## src/rtl/i2c_bus_arbiter.sv

```systemverilog
// Round-robin arbiter/sequencer sharing one I2CController among N requesters.
// Optional macro I2C_ARB_RETRY_EN: retry a NACKed transfer up to twice and report retry_cnt.
module i2c_bus_arbiter #(
    parameter int N             = 3,
    parameter int START_TIMEOUT = 64,
    localparam int PTR_W        = $clog2(N)
) (
    input  logic              clk,
    input  logic              rst,
    input  logic [N-1:0]      req,
    input  logic [N-1:0]      req_op,
    input  logic [2*N-1:0]    req_bytes,
    input  logic [7*N-1:0]    req_addr,
    input  logic [16*N-1:0]   req_data,
    output logic [N-1:0]      grant,
    output logic [N-1:0]      done,
    output logic [15:0]       rx_data,
    output logic              rx_nack,
    output logic              rx_timeout,
    output logic              i2c_start,
    output logic              i2c_op,
    output logic [1:0]        i2c_bytes,
    output logic [6:0]        i2c_addr,
    output logic [15:0]       i2c_tx,
    input  logic              i2c_busy,
    input  logic              i2c_nack,
    input  logic [15:0]       i2c_rx
`ifdef I2C_ARB_RETRY_EN
    ,
    output logic [1:0]        retry_cnt
`endif
);

    localparam int CNT_W = $clog2(START_TIMEOUT + 1);
    localparam logic [CNT_W-1:0] CNT_LAST = CNT_W'(START_TIMEOUT - 1);
    localparam logic [PTR_W-1:0] PTR_LAST = PTR_W'(N - 1);

    typedef enum logic [1:0] {IDLE, ISSUE, WAIT, FINISH} state_t;

    state_t             stateReg;
    logic [PTR_W-1:0]   ptrReg;
    logic [PTR_W-1:0]   winReg;
    logic [CNT_W-1:0]   cntReg;
    logic [PTR_W-1:0]   winIdx;
    logic [PTR_W-1:0]   cand;
    logic               anyReq;

    // Scan from the highest offset down so the lowest offset from ptrReg wins.
    always_comb begin
        anyReq = 1'b0;
        winIdx = '0;
        cand   = '0;
        for (int k = N - 1; k >= 0; k--) begin
            cand = PTR_W'((int'(ptrReg) + k) % N);
            if (req[cand]) begin
                anyReq = 1'b1;
                winIdx = cand;
            end
        end
    end

    always_ff @(posedge clk) begin
        if (rst) begin
            stateReg   <= IDLE;
            ptrReg     <= '0;
            winReg     <= '0;
            cntReg     <= '0;
            grant      <= '0;
            done       <= '0;
            rx_data    <= '0;
            rx_nack    <= 1'b0;
            rx_timeout <= 1'b0;
            i2c_start  <= 1'b0;
            i2c_op     <= 1'b0;
            i2c_bytes  <= '0;
            i2c_addr   <= '0;
            i2c_tx     <= '0;
`ifdef I2C_ARB_RETRY_EN
            retry_cnt  <= '0;
`endif
        end else begin
            done <= '0;
            case (stateReg)
                IDLE: begin
                    if (anyReq) begin
                        grant     <= N'(1) << winIdx;
                        winReg    <= winIdx;
                        i2c_op    <= req_op[winIdx];
                        i2c_bytes <= req_bytes[2*winIdx +: 2];
                        i2c_addr  <= req_addr[7*winIdx +: 7];
                        i2c_tx    <= req_data[16*winIdx +: 16];
                        i2c_start <= 1'b1;
                        cntReg    <= '0;
`ifdef I2C_ARB_RETRY_EN
                        retry_cnt <= '0;
`endif
                        stateReg  <= ISSUE;
                    end
                end
                ISSUE: begin
                    if (i2c_busy) begin
                        i2c_start <= 1'b0;
                        stateReg  <= WAIT;
                    end else if (cntReg == CNT_LAST) begin
                        // Controller never acknowledged the start: abort, keep old rx_data.
                        i2c_start  <= 1'b0;
                        rx_timeout <= 1'b1;
                        rx_nack    <= 1'b0;
                        done       <= N'(1) << winReg;
                        grant      <= '0;
                        stateReg   <= FINISH;
                    end else begin
                        cntReg <= cntReg + 1'b1;
                    end
                end
                WAIT: begin
                    if (!i2c_busy) begin
`ifdef I2C_ARB_RETRY_EN
                        if (i2c_nack && retry_cnt != 2'd2) begin
                            retry_cnt <= retry_cnt + 1'b1;
                            i2c_start <= 1'b1;
                            cntReg    <= '0;
                            stateReg  <= ISSUE;
                        end else
`endif
                        begin
                            rx_data    <= i2c_rx;
                            rx_nack    <= i2c_nack;
                            rx_timeout <= 1'b0;
                            done       <= N'(1) << winReg;
                            grant      <= '0;
                            stateReg   <= FINISH;
                        end
                    end
                end
                FINISH: begin
                    ptrReg   <= (winReg == PTR_LAST) ? '0 : winReg + 1'b1;
                    stateReg <= IDLE;
                end
                default: stateReg <= IDLE;
            endcase
        end
    end

endmodule

```

## config.mk

```make
export PLATFORM = sky130hd
export DESIGN_NAME = i2c_bus_arbiter
export DESIGN_NICKNAME = d
export VERILOG_FILES = /design/src/rtl/i2c_bus_arbiter.sv
export SDC_FILE = /design/constraint.sdc
export NUM_CORES = 1
export LEC_CHECK = 0
export ABC_AREA = 0
export CAP_MARGIN = 15
export CORE_ASPECT_RATIO = 0.5
export CORE_MARGIN = 3
export CORE_UTILIZATION = 42
export DETAILED_ROUTE_END_ITERATION = 10
export MAX_ROUTING_LAYER = met4
export PLACE_DENSITY = 0.88
export SYNTH_ARGS = -nofsm -noshare
export SYNTH_HDL_FRONTEND = slang
export SYNTH_SLANG_ARGS = --single-unit
```

## constraint.sdc

```tcl
create_clock -name clk -period 3 [get_ports clk]
set_clock_uncertainty 0.2 [all_clocks]
set_input_delay 0.6 -clock clk [delete_from_list [all_inputs] [get_ports clk]]
set_output_delay 0.6 -clock clk [all_outputs]
set_load 0.01 [all_outputs]
```

## After elaboration in Yosys (flattened, before gate mapping)

Cells that the tools add are included.

| word-level totals | value |
|---|---|
| bits in registers | 64 |
| input bits | 101 |
| output and inout port bits | 51 |
| word-level logic and storage cells | 98 |

| cells by class | value |
|---|---|
| $add $sub $neg | 4 |
| multipliers | 1 |
| divide/modulo/power cells | 3 |
| magnitude comparators | 4 |
| eq/ne operators | 11 |
| shift-type cells | 5 |
| multiplexer cells | 44 |
| bitwise logic cells | 1 |
| reductions and logical operators | 11 |

Operator list:

| kind | number |
|---|---|
| modulo 32 x 3 -> 32 bit, second input constant | 2 |
| variable part select 48 x 7 -> 16 bit | 1 |
| modulo 3 x 3 -> 32 bit, second input constant | 1 |
| 2-to-1 mux 3 bit | 7 |
| 2-to-1 mux 7 bit | 3 |
| variable part select 21 x 6 -> 7 bit | 1 |
| 2-to-1 mux 2 bit | 8 |
| 2-to-1 mux 1 bit | 15 |
| one-hot mux 7 bit (2 select lines) | 1 |
| < comparator 2 x 3 -> 1 bit, second input constant | 4 |
| inequality test 2 bit, second input constant | 5 |
| one-hot mux 3 bit (3 select lines) | 1 |
| binary-select mux 1 bit (select 2 bit) | 4 |
| one-hot mux 2 bit (4 select lines) | 1 |
| AND reduction 4 bit | 2 |
| adder 7 x 1 -> 7 bit, second input constant | 1 |
| equality test 7 x 6 -> 1 bit, second input constant | 1 |
| equality test 2 bit, second input constant | 3 |
| one-hot mux 1 bit (2 select lines) | 3 |
| one-hot mux 3 bit (2 select lines) | 1 |
| AND reduction 3 bit | 2 |
| variable part select 6 x 4 -> 2 bit | 1 |
| << shifter 1 x 2 -> 3 bit, first input constant | 2 |
| multiplier 3 x 2 -> 5 bit, first input constant | 1 |
| other kinds (11) | 13 |

## Depth between registers and ports, before layout

Gate-level depths: netlist of run 1.

| depth | value |
|---|---|
| word-level depth | 10 |
| depth in mapped cells | 10 |
| depth with buffers taken out | 7 |

## Least setup slack after synthesis of run 1

Ideal clock, no wire load.

| path | value |
|---|---|
| path type | reg-to-reg |
| start point | register ptrReg[1] |
| end point | register grant[2] |
| setup time | 123 ps |
| arrival | 2027 ps |
| required time | 2677 ps |
| path slack | 649 ps |
| cell stages (with the launch flop) | 9 |
| buffers on the path | 1 |
| period minus slack after synthesis | 2351 ps |
| path through | dfxtp_1 inv_1 ha_1 buf_4 a221o_1 o32ai_2 nand3_1 o21ai_2 mux2_1 |

| between the ends | value |
|---|---|
| longest elaborated chain between the ends | 10 |
| elaborated cells between the ends (all ways) | 22 |
| classes of those cells | add/sub (2); div (3); eq/ne (1); shift (1); mux (14); reduce/logical (1) |

RTL lines:

| what | RTL line | text |
|---|---|---|
| start: declaration | 41 | `logic [PTR_W-1:0] ptrReg;` |
| start signal: assignment | 137 | `ptrReg <= (winReg == PTR_LAST) ? '0 : winReg + 1'b1;` |
| adder 2 x 2 -> 3 bit | 54 | `cand = PTR_W'((int'(ptrReg) + k) % N);` |
| modulo 32 x 3 -> 32 bit | 54 |  |
| binary-select mux 1 bit (select 2 bit) | 55 | `if (req[cand]) begin` |
| 2-to-1 mux 1 bit (not written as such) | 55 |  |
| 2-to-1 mux 2 bit (3 in series) | 55 |  |
| << shifter 1 x 2 -> 3 bit | 86 | `grant <= N'(1) << winIdx;` |
| 2-to-1 mux 3 bit | 85 | `if (anyReq) begin` |
| one-hot mux 3 bit (3 select lines) | 83 | `case (stateReg)` |
| end signal: assignment | 86 |  |
| end: declaration | 15 | `output logic [N-1:0] grant,` |

Parallel ways exist; a longest one is shown, timed or not. The select of a mux whose other input is x is not followed.
A chain may end at the register's enable or synchronous reset.

## Worst setup path after layout of run 1

| path | value |
|---|---|
| start point | register ptrReg[0] |
| end point | register i2c_op |

| between the ends | value |
|---|---|
| longest elaborated chain between the ends | 9 |
| elaborated cells between the ends (all ways) | 20 |
| classes of those cells | add/sub (2); div (3); mux (14); reduce/logical (1) |

RTL lines:

| what | RTL line | text |
|---|---|---|
| adder 2 x 2 -> 3 bit | 54 |  |
| modulo 32 x 3 -> 32 bit | 54 |  |
| binary-select mux 1 bit (select 2 bit) | 55 |  |
| 2-to-1 mux 1 bit (not written as such) | 55 |  |
| 2-to-1 mux 2 bit (3 in series) | 55 |  |
| binary-select mux 1 bit (select 2 bit) | 88 | `i2c_op <= req_op[winIdx];` |
| 2-to-1 mux 1 bit (not written as such) | 88 |  |
| end signal: assignment | 88 |  |
| end: declaration | 21 | `output logic i2c_op,` |

Parallel ways exist; a longest one is shown, timed or not. The select of a mux whose other input is x is not followed.

==> impl_metrics.yaml, run 1 <==
run_status:
  outcome: "finished, final reports clean"
cts:
  cts_buffer_depth: 2
  clock_tree.htree_level_count: 3
  worst_skew_pair.late_latency_ps: 330
  cts_root_buffer: "sky130_fd_sc_hd__clkbuf_16"
  cts.repair.resized: 0
  postCtsSetupBuffers: 0
  cts_hold_buf: 0
  clock_transition_time_at_the_flip_flop_clock_pins_of_the_worst_setup_and_hold_paths_ps: 50
  tritoncts: "built"
  clk_sinks: 64
  cts_inserted_buffers: 9
logic_synthesis:
  synthesis.yosys.warnings: 0
  synth.cell_area_sq_mm: 0.00337
  adder_and_majority_gate_portion_of_the_synthesized_area: 0.0334
  post_synthesis_register_bit_count: 64
  ys_dominant_reg_cell: "sky130_fd_sc_hd__dfxtp_1"
  post_synth_num_cell_types: 58
  synth.yosys.seq_area_share: 0.381
  synth_compound_area_frac: 0.288
  synth.avg_cell_area_sq_um: 8.88
  synth_xor_xnor_area_share: 0
  net_count_synth: 489
  synth-simple-area-share: 0.139
  netlist_instances: 379
  synth_mux_area_frac: 0.0944
  largest_family_of_logic_cells_by_synthesized_area: "compound AO/OA/AOI/OAI gates"
  edff_count_synth: 0
  synthArstFlopShare: 0
power:
  worst_ir_drop_vdd_v: 0.000449
  leakagePower_nw: 1.97
  power.density_cell_area_mw_per_mm2: 759
  p_total_mw: 4.00
floorplan:
  initial_core_utilization: 0.446
  die_w_um: 133
  fp.dieArea_sq_mm: 0.00919
  floorplan.core_area_sq_mm: 0.00754
  die_height_um: 69.3
  io_pins: 152
  placement_rows: 22
detailed_routing:
  drt_iter0_markers: 229
  iteration_count_of_the_initial_detailed_routing_pass: 5
  drt_wl_total_um: 10500
  routed-via-count: 3423
  detail_route.drc_violations: 0
  wire_per_inst_um: 16.4
  antenna_left: 0
  post_drt_via_cell_ratio: 5.35
timing:
  rsz0062_at_grt: "false"
  finalMaxSlewViolations: 0
  fin_setup_tns_ps: 0
  maxClockFrequency_mhz: 373
  whs_ps: 250
  max_slew_margin: 0.594
  report.final.hold_viol_count: 0
  setup-violations-final: 0
  post-route-period-util: 0.893
  worst_slew_pin_slew_ps: 609
  final_period_minus_worst_setup_slack_ps: 2680
finish:
  insertedDiodeCount: 0
  multi_input_area_sq_mm: 0.00187
  area_growth_syn_to_layout_pct: 56.4
  final-seq-area_sq_mm: 0.00128
  layout.nets: 637
  design_area_sq_mm: 0.00527
  num-fill-cells: 596
  drive_gt1_frac: 0.0771
  mostFrequentLayoutCell: "sky130_fd_sc_hd__clkdlybuf4s50_1"
  layout_common_cells: "150 x sky130_fd_sc_hd__clkdlybuf4s50_1, 64 x sky130_fd_sc_hd__dfxtp_1, 39 x sky130_fd_sc_hd__nand2_1, 31 x sky130_fd_sc_hd__a21oi_1, 28 x sky130_fd_sc_hd__mux2i_1"
global_routing:
  grt_overflow: 0
  first_global_vias: 3289
  grt.total_usage: 0.229
  first_pass_grt_wire_length_um: 16700
  largest_net_degree_at_the_start_of_global_routing: 36
  number_of_antenna_violations_at_the_first_check_in_global_routing: 0
worst_setup_path:
  crit_fanout: 24
  register_to_register_path_depth: 8
  arrival_ps: 2670
  required_ps: 2990
  worstReg2RegStart: "ptrReg[0]$_SDFFE_PP0N_"
  critPathLaunch: "ptrReg[0]$_SDFFE_PP0N_"
  regToRegSetupSlack_ps: 320
  r2r_end: "i2c_op$_SDFFE_PP0P_"
  critPathLaunchType: "flop"
  setup.worst_path.end_class: "flop"
  setup.worst_path.class: "reg -> reg"
run:
  drv.max_cap_violation_count: 0
place:
  placement.io_buffers: 151
  placed_area_sq_mm: 0.00500
  detailed_place_hpwl_um: 7610
  finalWeightedCongestion: 0.847
hold_path:
  worst_hold_startpoint: "rx_data[10]$_SDFFE_PP0P_"
  count_of_cells_along_the_worst_hold_path: 2
  worst_min_delay_path_class: "reg -> reg"
  hold_path_end: "rx_data[10]$_SDFFE_PP0P_"
-- metal layers --
| layer | part of all wire | global-route usage |
|---|---|---|
| met5 | 0 | - |
| met4 | 0.017 | 0.0680 |
| met3 | 0.042 | 0.0514 |
| met2 | 0.52 | 0.405 |
| met1 | 0.42 | 0.262 |
-- cells in the mapped netlist, types with 5 or more instances --
library cell	number	area [sq um]
sky130_fd_sc_hd__dfxtp_1	64	1280
sky130_fd_sc_hd__nand2_1	39	146
sky130_fd_sc_hd__a21oi_1	31	155
sky130_fd_sc_hd__mux2i_1	28	280
sky130_fd_sc_hd__o22ai_1	24	150
sky130_fd_sc_hd__a211oi_1	21	158
sky130_fd_sc_hd__inv_1	18	67.6
sky130_fd_sc_hd__nor2_1	17	63.8
sky130_fd_sc_hd__o21ai_0	12	60.1
sky130_fd_sc_hd__ha_1	9	113
sky130_fd_sc_hd__clkbuf_1	8	30.0
sky130_fd_sc_hd__nor2b_1	8	50.1
sky130_fd_sc_hd__buf_2	7	35.0
sky130_fd_sc_hd__nand3_1	7	35.0
sky130_fd_sc_hd__o31ai_1	7	52.6
sky130_fd_sc_hd__nand2b_1	5	31.3
-- per-stage QoR --
stage	utilization	setup slack, ps	cells
detailed placement	0.663	89.1	624
global route	0.698	185	640
floorplan	-	649	379
finish	0.698	322	640
CTS	0.698	337	640
global placement	0.663	136	624
-- report_power, final --
part / switching, mW / internal, mW
logic: 0.893 / 0.956
registers: 0.132 / 1.07
clock network: 0.364 / 0.579
total: 1.39 / 2.61
-- sequential cells by signal (all words and copies together) (netlist names) --
register,count
i2c_addr,7
i2c_op,1
winReg,2
i2c_start,1
rx_nack,1
rx_timeout,1
i2c_tx,16
grant,3
rx_data,16
ptrReg,2
done,3
i2c_bytes,2
cntReg,7
stateReg,2
-- cell type report --
| type | instances | share of cell area |
|---|---|---|
| inverters | 18 | 0.0128 |
| clock buffers | 13 | 0.0475 |
| flip-flops and latches | 64 | 0.243 |
| repair buffers | 163 | 0.313 |
| clock inverters | 3 | 0.00333 |
| multi-input cells | 271 | 0.355 |
| well taps | 108 | 0.0257 |
-- kinds of logic after synthesis --
logic type | after synthesis
flip-flops | 64
buffers and inverters | 44
adder cells (fa/ha/maj) | 9
multiplexers | 31
AND/OR/NAND/NOR | 96
AO/OA/AOI/OAI | 135
-- worst max-delay path: stages (launching register included) --
cell,delay (ps)
sky130_fd_sc_hd__dfxtp_1,330
sky130_fd_sc_hd__inv_1,80
sky130_fd_sc_hd__ha_1,500
sky130_fd_sc_hd__and3b_1,430
sky130_fd_sc_hd__o21ba_2,240
sky130_fd_sc_hd__a31o_1,180
sky130_fd_sc_hd__buf_12,210
sky130_fd_sc_hd__mux2i_1,250
sky130_fd_sc_hd__a211oi_1,110
-- worst max-delay path by stage --
stage,to
floorplan,grant[2]$_SDFFE_PP0P_
global placement,grant[2]$_SDFFE_PP0P_
detailed placement,grant[2]$_SDFFE_PP0P_
CTS,i2c_op$_SDFFE_PP0P_
global route,i2c_addr[1]$_SDFFE_PP0P_
finish,i2c_op$_SDFFE_PP0P_
No activity file was read; power rests on OpenSTA's default activity.
==> run 2: changes to the inputs <==
Settings changed: SETUP_SLACK_MARGIN from default to 0.2.
==> run 2 against run 1 <==
Sequential power hardly changed. Flip-flop and latch count stayed put. Hold slack stayed put. Clock power hardly changed. Combinational power hardly changed. Register-to-register slack better by 150 ps. Cell count stayed put. Sequential share of layout area hardly changed. Die area stayed put. Fmax is 2.5% higher.
==> impl_metrics.yaml, run 2 (synthesized netlist as in run 1, its figures left out) <==
floorplan:
  initial_core_utilization: 0.446
  die_w_um: 133
  placement_rows: 22
  fp.dieArea_sq_mm: 0.00919
  floorplan.core_area_sq_mm: 0.00754
  die_height_um: 69.3
  io_pins: 152
timing:
  worst_slew_pin_slew_ps: 609
  maxClockFrequency_mhz: 383
  post-route-period-util: 0.871
  setup-violations-final: 0
  fin_setup_tns_ps: 0
  finalMaxSlewViolations: 0
  report.final.hold_viol_count: 0
  final_period_minus_worst_setup_slack_ps: 2610
  rsz0062_at_grt: "false"
  max_slew_margin: 0.594
  whs_ps: 250
finish:
  drive_gt1_frac: 0.0808
  insertedDiodeCount: 0
  area_growth_syn_to_layout_pct: 56.6
  top_registers: "i2c_tx (16), rx_data (16)"
  layout.nets: 637
  layout_common_cells: "150 x sky130_fd_sc_hd__clkdlybuf4s50_1, 64 x sky130_fd_sc_hd__dfxtp_1, 39 x sky130_fd_sc_hd__nand2_1, 31 x sky130_fd_sc_hd__a21oi_1, 28 x sky130_fd_sc_hd__mux2i_1"
  mostFrequentLayoutCell: "sky130_fd_sc_hd__clkdlybuf4s50_1"
global_routing:
  grt_overflow: 0
  number_of_antenna_violations_at_the_first_check_in_global_routing: 0
  grt.total_usage: 0.229
  first_pass_grt_wire_length_um: 16700
  largest_net_degree_at_the_start_of_global_routing: 36
  first_global_vias: 3289
power:
  power.density_cell_area_mw_per_mm2: 759
  cell_internal_pwr_mw: 2.61
  pwr-share-comb: 0.463
  switching_share: 0.348
  sequentialPowerShare: 0.302
  worst_ir_drop_vdd_v: 0.000449
  netSwitchingPower_mw: 1.39
  leakagePower_nw: 1.96
  clock_network_power_share: 0.236
run:
  drv.max_cap_violation_count: 0
cts:
  cts_root_buffer: "sky130_fd_sc_hd__clkbuf_16"
  clk_sinks: 64
  clock_tree.htree_level_count: 3
  cts_hold_buf: 0
  tritoncts: "built"
  clock_transition_time_at_the_flip_flop_clock_pins_of_the_worst_setup_and_hold_paths_ps: 50
  cts_buffer_depth: 2
  cts_inserted_buffers: 9
  worst_skew_pair.late_latency_ps: 330
detailed_routing:
  post_drt_via_cell_ratio: 5.38
  iteration_count_of_the_initial_detailed_routing_pass: 4
  drt_iter0_markers: 230
  antenna_left: 0
  detail_route.drc_violations: 0
  drt_wl_total_um: 10500
  wire_per_inst_um: 16.5
  routed-via-count: 3443
run_status:
  outcome: "finished, final reports clean"
worst_setup_path:
  required_ps: 2990
  critPathLaunchType: "primary input"
  critPathTopFamily: "buffers and inverters"
  setup.worst_path.end_class: "flop"
  max_stage_delay_ps: 610
  setup.worst_path.class: "in -> reg"
  cell_breakdown_of_the_critical_path: "clkdlybuf4s50_1 > and3b_1 > o21ba_2 > a31o_1 > buf_12 > mux2i_1 > a211oi_1"
  arrival_ps: 2610
  critPathSlowestCell: "sky130_fd_sc_hd__clkdlybuf4s50_1"
  cp_num_buf_inv: 2
  crit_fanout: 24
hold_path:
  worst_min_delay_path_class: "reg -> reg"
place:
  finalWeightedCongestion: 0.847
  detailed_place_hpwl_um: 7610
  placement.io_buffers: 151
[run 2: path summary, 6_finish.rpt]
| path | start | end | slack (ps) | cells after the start |
|---|---|---|---|---|
| setup / recovery | req[2] | i2c_op$_SDFFE_PP0P_ | 390 | 7 |
| hold / removal | rx_data[10]$_SDFFE_PP0P_ | rx_data[10]$_SDFFE_PP0P_ | 250 | 2 |
| hold reg to reg | rx_data[10]$_SDFFE_PP0P_ | rx_data[10]$_SDFFE_PP0P_ | 250 | 2 |
| setup reg to reg | ptrReg[1]$_SDFFE_PP0N_ | grant[2]$_SDFFE_PP0P_ | 470 | 7 |
[run 2: metrics by stage]
| step | util | worst slack (ps) | area, sq um | power (mW) | std cells |
|---|---|---|---|---|---|
| 6_report | 0.699 | 387 | 5270 | 4.00 | 640 |
| 5_1_grt | 0.699 | 301 | 5270 | 4.21 | 640 |
| 4_1_cts | 0.698 | 337 | 5270 | 4.01 | 640 |
| 3_5_place_dp | 0.663 | 89.1 | 5000 | 3.06 | 624 |
| 3_3_place_gp | 0.663 | 136 | 5000 | 3.01 | 624 |
| 2_1_floorplan | - | 649 | 3370 | 2.23 | 379 |
[run 2: layout make-up]
class	instances	area, sq um
Clock inverter	3	17.5
Sequential cell	64	1280
Fill cell	595	2270
Multi-Input combinational cell	271	1870
Clock buffer	13	250
Tap cell	108	135
Inverter	18	67.6
Timing Repair Buffer	163	1650
[run 2: power groups by stage]
stage	sequential [mW]	clock [mW]	combinational, mW
after floorplan	1.30	0	0.931
after global placement	1.21	0	1.80
after detailed placement	1.22	0	1.84
after CTS	1.21	0.957	1.85
after global routing	1.24	0.994	1.98
final	1.21	0.943	1.85
[run 2: timing repair]
item	4_1_cts	5_1_grt
endpoints found under the setup margin	0	4
hold endpoints to repair	0	0
setup buffers	0	0
resized for setup	0	2
[run 2: per-layer routing]
metal / track usage / up-vias / part of all wire
met5: - / - / 0
met4: 0.0680 / 0 / 0.015
met3: 0.0514 / 14 / 0.037
met2: 0.405 / 98 / 0.53
met1: 0.262 / 1627 / 0.42
li1: - / 1704 / -
[run 2: worst reg2reg max path, stage by stage, from the launching register on]
cell and delay [ps]:
sky130_fd_sc_hd__dfxtp_1 330, sky130_fd_sc_hd__inv_1 90, sky130_fd_sc_hd__ha_2 330, sky130_fd_sc_hd__and2b_1 270
sky130_fd_sc_hd__o32ai_2 490, sky130_fd_sc_hd__nand3_1 230, sky130_fd_sc_hd__o21ai_2 150, sky130_fd_sc_hd__mux2_1 340
